==> src/rtl/uart_pkg.sv <==
// Shared definitions for the UART link modules.
//   BYTE_W               : width of a transmitted byte
//   uart_tx_state_e      : transmit arbiter FSM states
//   UART_TIMEOUT_DEFAULT : default watchdog limit in pclk cycles
package uart_pkg;

  localparam int unsigned BYTE_W = 8;

  localparam int unsigned UART_TIMEOUT_DEFAULT = 200000;

  typedef enum logic [1:0] {
    IDLE  = 2'd0,
    START = 2'd1,
    BUSY  = 2'd2,
    ACK   = 2'd3
  } uart_tx_state_e;

endpackage

==> src/rtl/uart_rr_picker.sv <==
// Combinational round-robin picker.
// Searches req upward from ptr, wrapping at NUM_REQ, and reports the first set bit.
//   req   : request vector
//   ptr   : search start index (must be < NUM_REQ)
//   valid : at least one request bit set
//   idx   : index of the winning request (0 when !valid)
module uart_rr_picker #(
  parameter int unsigned NUM_REQ = 2,
  parameter int unsigned IDX_W   = (NUM_REQ > 1) ? $clog2(NUM_REQ) : 1
) (
  input  logic [NUM_REQ-1:0] req,
  input  logic [IDX_W-1:0]   ptr,
  output logic               valid,
  output logic [IDX_W-1:0]   idx
);

  always_comb begin
    int unsigned pos;
    valid = 1'b0;
    idx   = '0;
    pos   = 0;
    for (int unsigned i = 0; i < NUM_REQ; i++) begin
      // Wrap by subtraction so non-power-of-2 NUM_REQ works.
      pos = 32'(ptr) + i;
      if (pos >= NUM_REQ) pos = pos - NUM_REQ;
      if (!valid && req[IDX_W'(pos)]) begin
        valid = 1'b1;
        idx   = IDX_W'(pos);
      end
    end
  end

endmodule

==> src/rtl/uart_tx_arbiter.sv <==
// Shares one UART transmit byte path between NUM_REQ requesters.
// Round-robin arbitration, one-cycle tx_start strobe, waits for tx_done, then
// pulses req_ack for the winner. A watchdog aborts a transfer whose tx_done never
// arrives and sets the sticky timeout_err flag.
// Build option: UART_TX_FIXED_PRIORITY_EN -- requester 0 always wins when
// requesting; the others share round-robin among 1..NUM_REQ-1.
// Ports:
//   pclk, rst_n   : clock, synchronous active-low reset
//   req/req_data  : per-requester level request and byte (byte i at [8i+7:8i])
//   req_ack       : one-cycle pulse when the requester's byte is transmitted
//   tx_data       : byte to the transmitter, held outside transfers
//   tx_start      : one-cycle start strobe to the transmitter
//   tx_busy       : transmitter busy, blocks arbitration
//   tx_done       : one-cycle end-of-byte pulse from the transmitter
//   grant_id      : current/last granted requester
//   timeout_err   : sticky watchdog error, cleared by err_clr
module uart_tx_arbiter
  import uart_pkg::*;
#(
  parameter  int unsigned NUM_REQ        = 2,
  parameter  int unsigned TIMEOUT_CYCLES = UART_TIMEOUT_DEFAULT,
  localparam int unsigned ID_W           = (NUM_REQ > 1) ? $clog2(NUM_REQ) : 1,
  localparam int unsigned CNT_W          = (TIMEOUT_CYCLES > 1) ? $clog2(TIMEOUT_CYCLES) : 1
) (
  input  logic                      pclk,
  input  logic                      rst_n,
  input  logic [NUM_REQ-1:0]        req,
  input  logic [BYTE_W*NUM_REQ-1:0] req_data,
  output logic [NUM_REQ-1:0]        req_ack,
  output logic [BYTE_W-1:0]         tx_data,
  output logic                      tx_start,
  input  logic                      tx_busy,
  input  logic                      tx_done,
  output logic [ID_W-1:0]           grant_id,
  output logic                      timeout_err,
  input  logic                      err_clr
);

  uart_tx_state_e    state_q, state_d;
  logic [ID_W-1:0]   grant_q, grant_d;
  logic [ID_W-1:0]   rr_q, rr_d;
  logic [BYTE_W-1:0] tx_data_q, tx_data_d;
  logic [CNT_W-1:0]  cnt_q, cnt_d;
  logic              err_q, err_d;

  logic [BYTE_W-1:0] req_bytes [NUM_REQ];
  logic [NUM_REQ-1:0] pick_req;
  logic              pick_valid, win_valid;
  logic [ID_W-1:0]   pick_idx, win_idx, next_rr;

  always_comb begin
    for (int unsigned i = 0; i < NUM_REQ; i++) begin
      req_bytes[i] = req_data[i*BYTE_W +: BYTE_W];
    end
  end

  uart_rr_picker #(
    .NUM_REQ (NUM_REQ),
    .IDX_W   (ID_W)
  ) u_picker (
    .req   (pick_req),
    .ptr   (rr_q),
    .valid (pick_valid),
    .idx   (pick_idx)
  );

`ifdef UART_TX_FIXED_PRIORITY_EN
  always_comb begin
    pick_req  = req & ~NUM_REQ'(1);
    win_valid = req[0] | pick_valid;
    win_idx   = req[0] ? '0 : pick_idx;
  end
`else
  always_comb begin
    pick_req  = req;
    win_valid = pick_valid;
    win_idx   = pick_idx;
  end
`endif

  assign next_rr = (grant_q == ID_W'(NUM_REQ - 1)) ? '0 : grant_q + ID_W'(1);

  always_comb begin
    state_d   = state_q;
    grant_d   = grant_q;
    rr_d      = rr_q;
    tx_data_d = tx_data_q;
    cnt_d     = cnt_q;
    err_d     = err_q;
    tx_start  = 1'b0;
    req_ack   = '0;

    if (err_clr) err_d = 1'b0;

    unique case (state_q)
      IDLE: begin
        if (win_valid && !tx_busy) begin
          grant_d   = win_idx;
          tx_data_d = req_bytes[win_idx];
          state_d   = START;
        end
      end
      START: begin
        tx_start = 1'b1;
        cnt_d    = '0;
        state_d  = BUSY;
      end
      BUSY: begin
        cnt_d = cnt_q + CNT_W'(1);
        // BUSY lasts at most TIMEOUT_CYCLES-1 cycles, so tx_start to abort is
        // TIMEOUT_CYCLES cycles. tx_done takes priority over expiry.
        if (tx_done) begin
          state_d = ACK;
        end else if (cnt_q == CNT_W'(TIMEOUT_CYCLES - 2)) begin
          err_d   = 1'b1;
          rr_d    = next_rr;
          state_d = IDLE;
        end
      end
      ACK: begin
        req_ack[grant_q] = 1'b1;
        rr_d             = next_rr;
        state_d          = IDLE;
      end
      default: state_d = IDLE;
    endcase
  end

  always_ff @(posedge pclk) begin
    if (!rst_n) begin
      state_q   <= IDLE;
      grant_q   <= '0;
      rr_q      <= '0;
      tx_data_q <= '0;
      cnt_q     <= '0;
      err_q     <= 1'b0;
    end else begin
      state_q   <= state_d;
      grant_q   <= grant_d;
      rr_q      <= rr_d;
      tx_data_q <= tx_data_d;
      cnt_q     <= cnt_d;
      err_q     <= err_d;
    end
  end

  assign tx_data     = tx_data_q;
  assign grant_id    = grant_q;
  assign timeout_err = err_q;

endmodule

==> config.mk <==
export PLATFORM = sky130hd
export DESIGN_NAME = uart_tx_arbiter
export DESIGN_NICKNAME = d
export VERILOG_FILES = /design/src/rtl/uart_pkg.sv /design/src/rtl/uart_rr_picker.sv /design/src/rtl/uart_tx_arbiter.sv
export SDC_FILE = /design/constraint.sdc
export NUM_CORES = 1
export LEC_CHECK = 0
export ABC_AREA = 1
export ABC_CLOCK_PERIOD_IN_PS = 1600
export CAP_MARGIN = 20
export CORE_MARGIN = 2
export CORE_UTILIZATION = 47
export CTS_BUF_LIST = sky130_fd_sc_hd__clkbuf_8
export CTS_CLUSTER_SIZE = 10
export DETAILED_ROUTE_END_ITERATION = 6
export GPL_TIMING_DRIVEN = 0
export PLACE_DENSITY = 0.78
export SYNTH_ARGS = -nofsm -noshare
export SYNTH_HDL_FRONTEND = slang
export SYNTH_SLANG_ARGS = --single-unit
==> constraint.sdc <==
create_clock -name pclk -period 1.6 [get_ports pclk]
set_input_delay 0.4 -clock pclk [delete_from_list [all_inputs] [get_ports pclk]]
set_output_delay 0.4 -clock pclk [all_outputs]
set_load 0.03 [all_outputs]
==> impl_metrics.csv, run 1 <==
group,metric,value,unit
status,run_status,"completed",
layout,fin_util,69.6,%
clock_tree,cts-buffers-inserted,5,
routing,met3WireLength,138,um
routing,met2_length,2.07,mm
global_route,first_global_vias,1490,
routing,drc,0,
clock_tree,cts_sinks,31,
floorplanning,initial_utilization,49.1,%
timing,fin_crit,1.59,ns
routing,drt_iter0_markers,91,
logic_synthesis,synth_cell_types,24,
global_route,grt.overflow.total,0,
global_route,grt_first_pass_wirelength,6.38,mm
timing,rsz0062_at_grt,"true",
timing,slew_violations,0,
timing,hold_violations,0,
layout,finalInstanceArea,0.00232,mm2
logic_synthesis,syn_area_per_cell,6.69,um2
timing,tightest_slew,0.481,ns
logic_synthesis,yosysWarnings,0,
power_and_ir_drop,finalPower,2.27,mW
placed_design,routabilityCongestion,0.847,
setup_path,endpoint,"cnt_q[16]",
logic_synthesis,synth_top_family_by_area,"simple AND/OR/NAND/NOR gates",
logic_synthesis,synth_area,0.00164,mm2
floorplanning,die_w,63.1,um
timing,worst_hold_slack,0.460,ns
global_route,grt_max_degree,11,
floorplanning,die_h,63.1,um
layout,syn_to_final_growth,41.8,%
routing,wl_met1,1.81,mm
clock_tree,root_buffer,"clkbuf_8",
floorplanning,core,0.00334,mm2
placed_design,io_buffers,35,
setup_path,cp_max_fo,8,
floorplanning,rows,21,
floorplanning,dieArea,0.00398,mm2
setup_path,critPathKind,"reg -> reg",
setup_path,end_kind,"flop",
placed_design,dp_hpwl,2.72,mm
power_and_ir_drop,power_per_cell_area,978,mW/mm2
setup_path,required,1.78,ns
clock_tree,clock_path_buffers,2,
routing,antenna_left,0,
clock_tree,cts_tree,"done",
power_and_ir_drop,leakage,1.03,nW
layout,seqCellArea,626,um2
hold_path,hold_class,"reg -> reg",
routing,wl,4.11,mm
logic_synthesis,netlist_instances,245,
layout,multiInputGateArea,975,um2
logic_synthesis,yosys_register_bits,31,
routing,wl_per_cell,11.9,um
setup_path,timing.rr.start,"state_q[0]",
timing,max-slew-margin-rel,67.9,%
run,cap_violations,0,
routing,vias,1705,
clock_tree,clock_latency,0.29,ns
setup_path,worst-r2r-setup-slack,0.01,ns
setup_path,r2r_cells,11,
clock_tree,h-tree-depth,2,
placed_design,dpl_cell_area,0.00205,mm2
clock_tree,path_clk_slew,0.07,ns
global_route,grt_use_total,20.6,%
routing,highest_layer,"met4",
global_route,antenna_found_initial,0,
layout,drive_gt1_share,22.0,%
logic_synthesis,synth-simple-area-share,33.5,%
floorplanning,io_pins,36,
logic_synthesis,ys_seq_area_share,37.9,%
setup_path,arrival,1.77,ns
layout,fillers,282,
layout,diodes,0,
setup_path,critPathLaunchType,"flop",
logic_synthesis,synth-compound-area-share,13.8,%
clock_tree,ctsHoldBuffers,0,
logic_synthesis,syn_nets,275,
routing,drt-pass1-iter-count,4,
logic_synthesis,synth_adder_area_share,5.34,%
power_and_ir_drop,irDropWorstVdd,0.557,mV
layout,nets,329,
logic_synthesis,synth.area.mux_share,0,%
timing,fmax,0.629,GHz
setup_path,startpoint,"state_q[0]",
routing,via_per_inst,4.93,
timing,finalCritPeriodShare,99.3,%
logic_synthesis,synth_xor_xnor_area_share,0,%
timing,skew,0.0104,ns
setup_path,r2r_end,"cnt_q[16]",
timing,setup_viol,0,
-- cell usage in the layout, fill, tap and decap left out, types with 2 or more instances in the layout --
| master | instances |
|---|---|
| nor2_1 | 42 |
| nor2_2 | 3 |
| buf_6 | 2 |
| o21ai_1 | 2 |
| nand3_2 | 3 |
| nand2_2 | 8 |
| buf_2 | 3 |
| a21oi_2 | 2 |
| o21ai_0 | 13 |
| a21oi_1 | 21 |
| inv_4 | 2 |
| nand4_1 | 3 |
| buf_4 | 13 |
| nand2_1 | 47 |
| nor2_4 | 6 |
| nand3_1 | 7 |
| inv_1 | 28 |
| inv_2 | 5 |
| ha_1 | 5 |
| clkbuf_8 | 5 |
| o21ai_2 | 2 |
| dfxtp_1 | 29 |
| nor3_1 | 2 |
| nor3_2 | 2 |
| dlygate4sd2_1 | 10 |
| nand2_4 | 2 |
| clkdlybuf4s50_1 | 22 |
-- routing by layer --
layer | up-vias | global-route usage, %
li1 | 884 | -
met1 | 777 | 24.0
met2 | 35 | 34.2
met3 | 9 | 6.07
met4 | 0 | 10.3
met5 | - | 0
-- logic make-up after synthesis --
kind of cell / after synthesis
buffers and inverters: 38
adder cells (fa/ha/maj): 7
flip-flops: 31
AO/OA/AOI/OAI: 43
AND/OR/NAND/NOR: 126
-- stage by stage --
stage	setup slack, ns	setup TNS (ns)	cells
floorplan	0.0171	0	245
global placement	-0.215	-4.24	326
detailed placement	-0.244	-4.45	326
CTS	-0.0778	-0.254	337
global route	-0.111	-0.355	346
finish	0.0109	0	346
-- what timing repair did --
action / in CTS / in global routing
pin swaps: 3 / 6
gates cloned: 0 / 1
setup endpoints to repair: 31 / 29
setup buffers: 3 / 9
resized for setup: 45 / 28
-- where the power goes --
group	internal [mW]	switching, mW	total, mW
Clock	0.292	0.287	0.579
Combinational	0.354	0.451	0.806
Sequential	0.839	0.0495	0.888
-- area by class of cell --
type                    count  area share (%)
inverters                  34            5.92
flip-flops and latches     31            26.9
well taps                  46            2.48
clock inverters             3           0.539
clock buffers               5            2.96
repair buffers             48            18.4
multi-input cells         176            41.9
plain buffers               3           0.862
-- sequential cells by signal, summed over array words and instances (netlist names) --
name and cells:
state_q 2, cnt_q 18, grant_id 1, rr_q 1, tx_data 8, timeout_err 1
-- synthesized netlist by cell type (all sizes together) --
library cell	count	share of area [%]
dfxtp	31	38
nand3	10	4.0
nor3	5	1.8
a211oi	1	0.46
nand4	3	1.1
nand2	57	13
clkbuf	1	0.23
nor2	51	13
ha	7	5.3
buf	3	1.5
a21oi	24	7.6
o21ai	17	5.2
inv	34	7.8
o211a	1	0.61
-- critical path, cell delays in order, from the launching register on --
cell and delay (ns):
dfxtp_4 0.37, buf_6 0.10, inv_6 0.04, ha_4 0.32, nand2_4 0.07, inv_4 0.07
nand3_2 0.09, nor2_4 0.12, buf_4 0.13, nand4_1 0.07, nand2_1 0.07, a21oi_1 0.03
-- worst min path at each step --
stage	start	endpoint	depth (start not counted)
after floorplan	cnt_q[8]	cnt_q[8]	2
after global placement	cnt_q[8]	cnt_q[8]	2
after detailed placement	tx_data[5]	tx_data[5]	2
after CTS	tx_data[1]	tx_data[1]	2
after global routing	tx_data[1]	tx_data[1]	2
final	tx_data[2]	tx_data[2]	2
Note: power is estimated with default switching activity, not from simulation.
==> inputs of run 2 (changes only) <==
--- a/config.mk
+++ b/config.mk
@@ -15,6 +15,7 @@
 export DETAILED_ROUTE_END_ITERATION = 6
 export GPL_TIMING_DRIVEN = 0
 export PLACE_DENSITY = 0.78
+export REMOVE_ABC_BUFFERS = 1
 export SYNTH_ARGS = -nofsm -noshare
 export SYNTH_HDL_FRONTEND = slang
 export SYNTH_SLANG_ARGS = --single-unit
==> impl_metrics.csv, run 2 (same netlist as run 1, synthesis figures left out) <==
group,metric,value,unit
timing,fmax,0.656,GHz
layout,drive_gt1_share,14.8,%
floorplanning,io_pins,36,
clock_tree,clock_path_buffers,2,
setup_path,end_kind,"flop",
global_route,grt_use_total,20.8,%
hold_path,min_delay_path_depth,2,
clock_tree,root_buffer,"clkbuf_8",
clock_tree,path_clk_slew,0.06,ns
timing,slew_violations,0,
power_and_ir_drop,power_per_cell_area,983,mW/mm2
hold_path,hold_class,"reg -> reg",
layout,diodes,0,
layout,multiInputGateArea,901,um2
timing,rsz0062_at_grt,"true",
clock_tree,cts_tree,"done",
layout,seqCellArea,628,um2
clock_tree,h-tree-depth,2,
timing,hold_violations,0,
power_and_ir_drop,finalPower,2.15,mW
routing,wl,3.85,mm
global_route,grt_first_pass_wirelength,6.59,mm
timing,max-slew-margin-rel,75.4,%
global_route,grt.overflow.total,0,
layout,nets,322,
placed_design,routabilityCongestion,0.892,
timing,skew,0.00444,ns
layout,fillers,308,
global_route,first_global_vias,1468,
layout,final_cell_mix,"nand2_1, nor2_1, dfxtp_1",
routing,drt_iter0_markers,92,
setup_path,arrival,1.70,ns
routing,drc,0,
floorplanning,core,0.00334,mm2
clock_tree,clock_latency,0.27,ns
setup_path,critPathLaunchType,"flop",
layout,syn_to_final_growth,33.2,%
clock_tree,cts_sinks,31,
timing,finalCritPeriodShare,95.2,%
floorplanning,dieArea,0.00398,mm2
run,cap_violations,0,
placed_design,dp_hpwl,2.67,mm
floorplanning,die_w,63.1,um
routing,vias,1607,
timing,fin_crit,1.52,ns
clock_tree,cts-buffers-inserted,5,
timing,setup_tns,0,ns
hold_path,hold_end,"cnt_q[8]",
routing,antenna_left,0,
setup_path,required,1.77,ns
global_route,grt_max_degree,19,
floorplanning,die_h,63.1,um
power_and_ir_drop,leakage,0.939,nW
placed_design,io_buffers,35,
setup_path,cp_max_fo,5,
power_and_ir_drop,irDropWorstVdd,0.591,mV
global_route,antenna_found_initial,0,
routing,wl_per_cell,11.4,um
timing,setup_viol,0,
layout,layout_commonest_cell,"nand2_1",
layout,fin_util,65.4,%
layout,top_register,"cnt_q",
hold_path,min-delay-start,"cnt_q[8]",
status,run_status,"completed",
routing,via_per_inst,4.77,
floorplanning,initial_utilization,49.1,%
setup_path,r2r_cells,11,
setup_path,r2r_end,"cnt_q[14]",
timing,tightest_slew,0.365,ns
floorplanning,rows,21,
routing,drt-pass1-iter-count,4,
setup_path,worst-r2r-setup-slack,0.08,ns
setup_path,timing.rr.start,"state_q[1]",
layout,largest_reg_flops,18,
setup_path,critPathKind,"reg -> reg",
==> run 2: cell count changes in the layout (fill, tap and decap cells not counted), moves of 3 or more <==
cell     before  now
nor2_1       42   45
nand2_1      47   52
buf_4        13   10
nand2_2       8    5
==> run 2: per-stage QoR <==
step	hold slack [ns]	area [um2]	setup slack [ns]	instances
floorplan	0.434	1610	-0.0370	241
global placement	0.449	2020	-0.636	322
detailed placement	0.452	2020	-0.664	322
CTS	0.461	2140	0.00363	333
global route	0.481	2180	-0.0460	337
finish	0.455	2180	0.0762	337
==> run 2: worst max-delay path by stage <==
stage,startpoint,depth (start not counted),slack [ns],end
2_1_floorplan,state_q[0],11,-0.04,cnt_q[14]
3_5_place_dp,rst_n,5,-0.66,cnt_q[1]
4_1_cts,req[1],7,0.004,tx_data[6]
6_report,state_q[1],11,0.08,cnt_q[14]
5_1_grt,state_q[1],11,-0.05,cnt_q[14]
3_3_place_gp,rst_n,5,-0.64,cnt_q[5]
==> run 2: where the power goes <==
group	internal [mW]	switching [mW]	leakage [nW]
sequential	0.840	0.0489	0.253
combinational	0.301	0.412	0.645
clock	0.283	0.263	0.0413
==> run 2: final cells by class <==
cell class              instances  share of cell area, %
multi-input cells             176                   41.3
flip-flops and latches         31                   28.8
clock buffers                   5                   3.15
repair buffers                 44                   18.0
inverters                      34                   6.02
well taps                      46                   2.64
clock inverters                 1                  0.172
==> run 2: what timing repair did <==
action,in CTS,in global routing
endpoints found under the setup margin,32,24
gates cloned,0,0
gates resized for setup,32,13
pin swaps,1,0
hold buffers,0,0
setup buffers,5,4
==> run 2: critical path: stages, from the launching register on <==
cell     delay (ns)
dfxtp_4        0.37
inv_2          0.07
ha_4           0.30
nand2_2        0.09
inv_2          0.08
nand3_2        0.09
nor2_4         0.13
inv_2          0.07
nor2_4         0.08
nand2_1        0.05
nand2_1        0.05
nor2_1         0.04
==> run 2: routing by layer <==
layer	track usage (%)	share of wire, %
met1	26.5	46
met5	0	0
met2	34.2	50
met4	8.33	0.60
met3	4.29	3.3
==> inputs of run 3 (changes only) <==
--- a/config.mk
+++ b/config.mk
@@ -19,3 +19,4 @@
 export SYNTH_ARGS = -nofsm -noshare
 export SYNTH_HDL_FRONTEND = slang
 export SYNTH_SLANG_ARGS = --single-unit
+export TNS_END_PERCENT = 20
==> impl_metrics.csv, run 3 (same netlist as run 1, synthesis figures left out) <==
group,metric,value,unit
status,run_status,"completed",
layout,syn_to_final_growth,32.5,%
timing,max-slew-margin-rel,70.9,%
timing,worst_hold_slack,0.456,ns
timing,slew_violations,0,
clock_tree,clock_path_buffers,2,
setup_path,crit_chain,"clkdlybuf4s50_1, inv_1, a21oi_4, buf_4, o21ai_0, a21oi_1",
setup_path,critPathMaxStageDelay,0.53,ns
setup_path,critPathLaunchType,"input port",
timing,skew,0.00530,ns
routing,vias,1605,
timing,tightest_slew,0.437,ns
timing,rsz0062_at_grt,"true",
clock_tree,cts_tree,"done",
clock_tree,cts-buffers-inserted,5,
hold_path,hold_class,"reg -> reg",
placed_design,dpl_cell_area,0.00202,mm2
layout,fillers,315,
global_route,grt_max_degree,19,
layout,largest_reg_flops,18,
power_and_ir_drop,finalPower,2.16,mW
global_route,grt.overflow.total,0,
routing,wl_per_cell,11.3,um
placed_design,dp_hpwl,2.67,mm
timing,hold_violations,0,
setup_path,path_buf_inv,3,
clock_tree,cts_sinks,31,
routing,drc,0,
routing,antenna_left,0,
power_and_ir_drop,leakage,0.946,nW
floorplanning,initial_utilization,49.1,%
layout,seqCellArea,628,um2
timing,fmax,0.650,GHz
layout,fin_util,65.1,%
layout,nets,320,
floorplanning,dieArea,0.00398,mm2
routing,wl,3.78,mm
setup_path,required,1.82,ns
routing,drt-pass1-iter-count,4,
clock_tree,root_buffer,"clkbuf_8",
setup_path,arrival,1.75,ns
routing,drt_iter0_markers,99,
layout,diodes,0,
floorplanning,die_h,63.1,um
clock_tree,path_clk_slew,0.06,ns
global_route,antenna_found_initial,0,
timing,setup_viol,0,
timing,fin_crit,1.54,ns
clock_tree,h-tree-depth,2,
floorplanning,die_w,63.1,um
power_and_ir_drop,power_per_cell_area,995,mW/mm2
timing,finalCritPeriodShare,96.2,%
placed_design,io_buffers,35,
global_route,grt_first_pass_wirelength,6.55,mm
run,cap_violations,0,
setup_path,cp_max_fo,11,
clock_tree,clock_latency,0.28,ns
placed_design,routabilityCongestion,0.892,
layout,multiInputGateArea,906,um2
global_route,first_global_vias,1470,
layout,layout_commonest_cell,"nand2_1",
setup_path,cpLargestDelayFamily,"buffers and inverters",
floorplanning,rows,21,
setup_path,critPathKind,"in -> reg",
setup_path,end_kind,"flop",
layout,drive_gt1_share,13.8,%
floorplanning,core,0.00334,mm2
power_and_ir_drop,irDropWorstVdd,0.592,mV
layout,finalInstanceArea,0.00217,mm2
floorplanning,io_pins,36,
setup_path,cp_slowest_cell,"clkdlybuf4s50_1",
layout,final_cell_mix,"nand2_1, nor2_1, inv_1, dfxtp_1, a21oi_1",
global_route,grt_use_total,20.7,%
routing,via_per_inst,4.79,
layout,top_register,"cnt_q",
clock_tree,ctsHoldBuffers,0,
timing,setup_tns,0,ns
[run 3: per-layer routing]
metal | track usage [%] | vias up | part of all wire, %
met4 | 8.33 | 0 | 1.7
met1 | 26.1 | 705 | 46
met5 | 0 | - | 0
met2 | 34.2 | 35 | 49
li1 | - | 858 | -
met3 | 4.29 | 7 | 3.7
[run 3: worst reg2reg max path, delay by kind of cell, from the launching register on]
kind                       cells  cell delay, ns
and+or+nand+nor                7            0.54
DFF                            1            0.35
adders and majority gates      1            0.31
buffers and inverters          3            0.20
[run 3: metrics by stage]
| step | std cells | worst slack, ns |
|---|---|---|
| final | 335 | 0.0612 |
| after global routing | 335 | -0.0659 |
| after CTS | 332 | 0.00363 |
| after detailed placement | 322 | -0.664 |
| after global placement | 322 | -0.636 |
| after floorplan | 241 | -0.0370 |
[run 3: timing repair]
action                                  CTS  global route
setup buffers                             4             3
gates resized for setup                  33            12
pin swaps                                 1             4
endpoints found under the setup margin   32            24
[run 3: worst paths after layout]
check | slack [ns] | depth (start not counted) | start | to
worst min-delay path | 0.46 | 2 | cnt_q[8] | cnt_q[8]
worst max register to register | 0.09 | 11 | state_q[1] | cnt_q[14]
worst max-delay path | 0.06 | 6 | rst_n | cnt_q[12]
worst min register to register | 0.46 | 2 | cnt_q[8] | cnt_q[8]
[run 3: cell type report]
cell class              count  area share [%]
clock inverters             1           0.173
multi-input cells         176            41.7
well taps                  46            2.65
repair buffers             42            17.4
flip-flops and latches     31            28.9
clock buffers               5            3.17
inverters                  34            5.99
[run 3: report_power, final]
| group | internal (mW) | total [mW] | switching, mW |
|---|---|---|---|
| clock | 0.283 | 0.552 | 0.269 |
| sequential | 0.840 | 0.889 | 0.0489 |
| combinational | 0.305 | 0.721 | 0.416 |
| total | 1.43 | 2.16 | 0.733 |
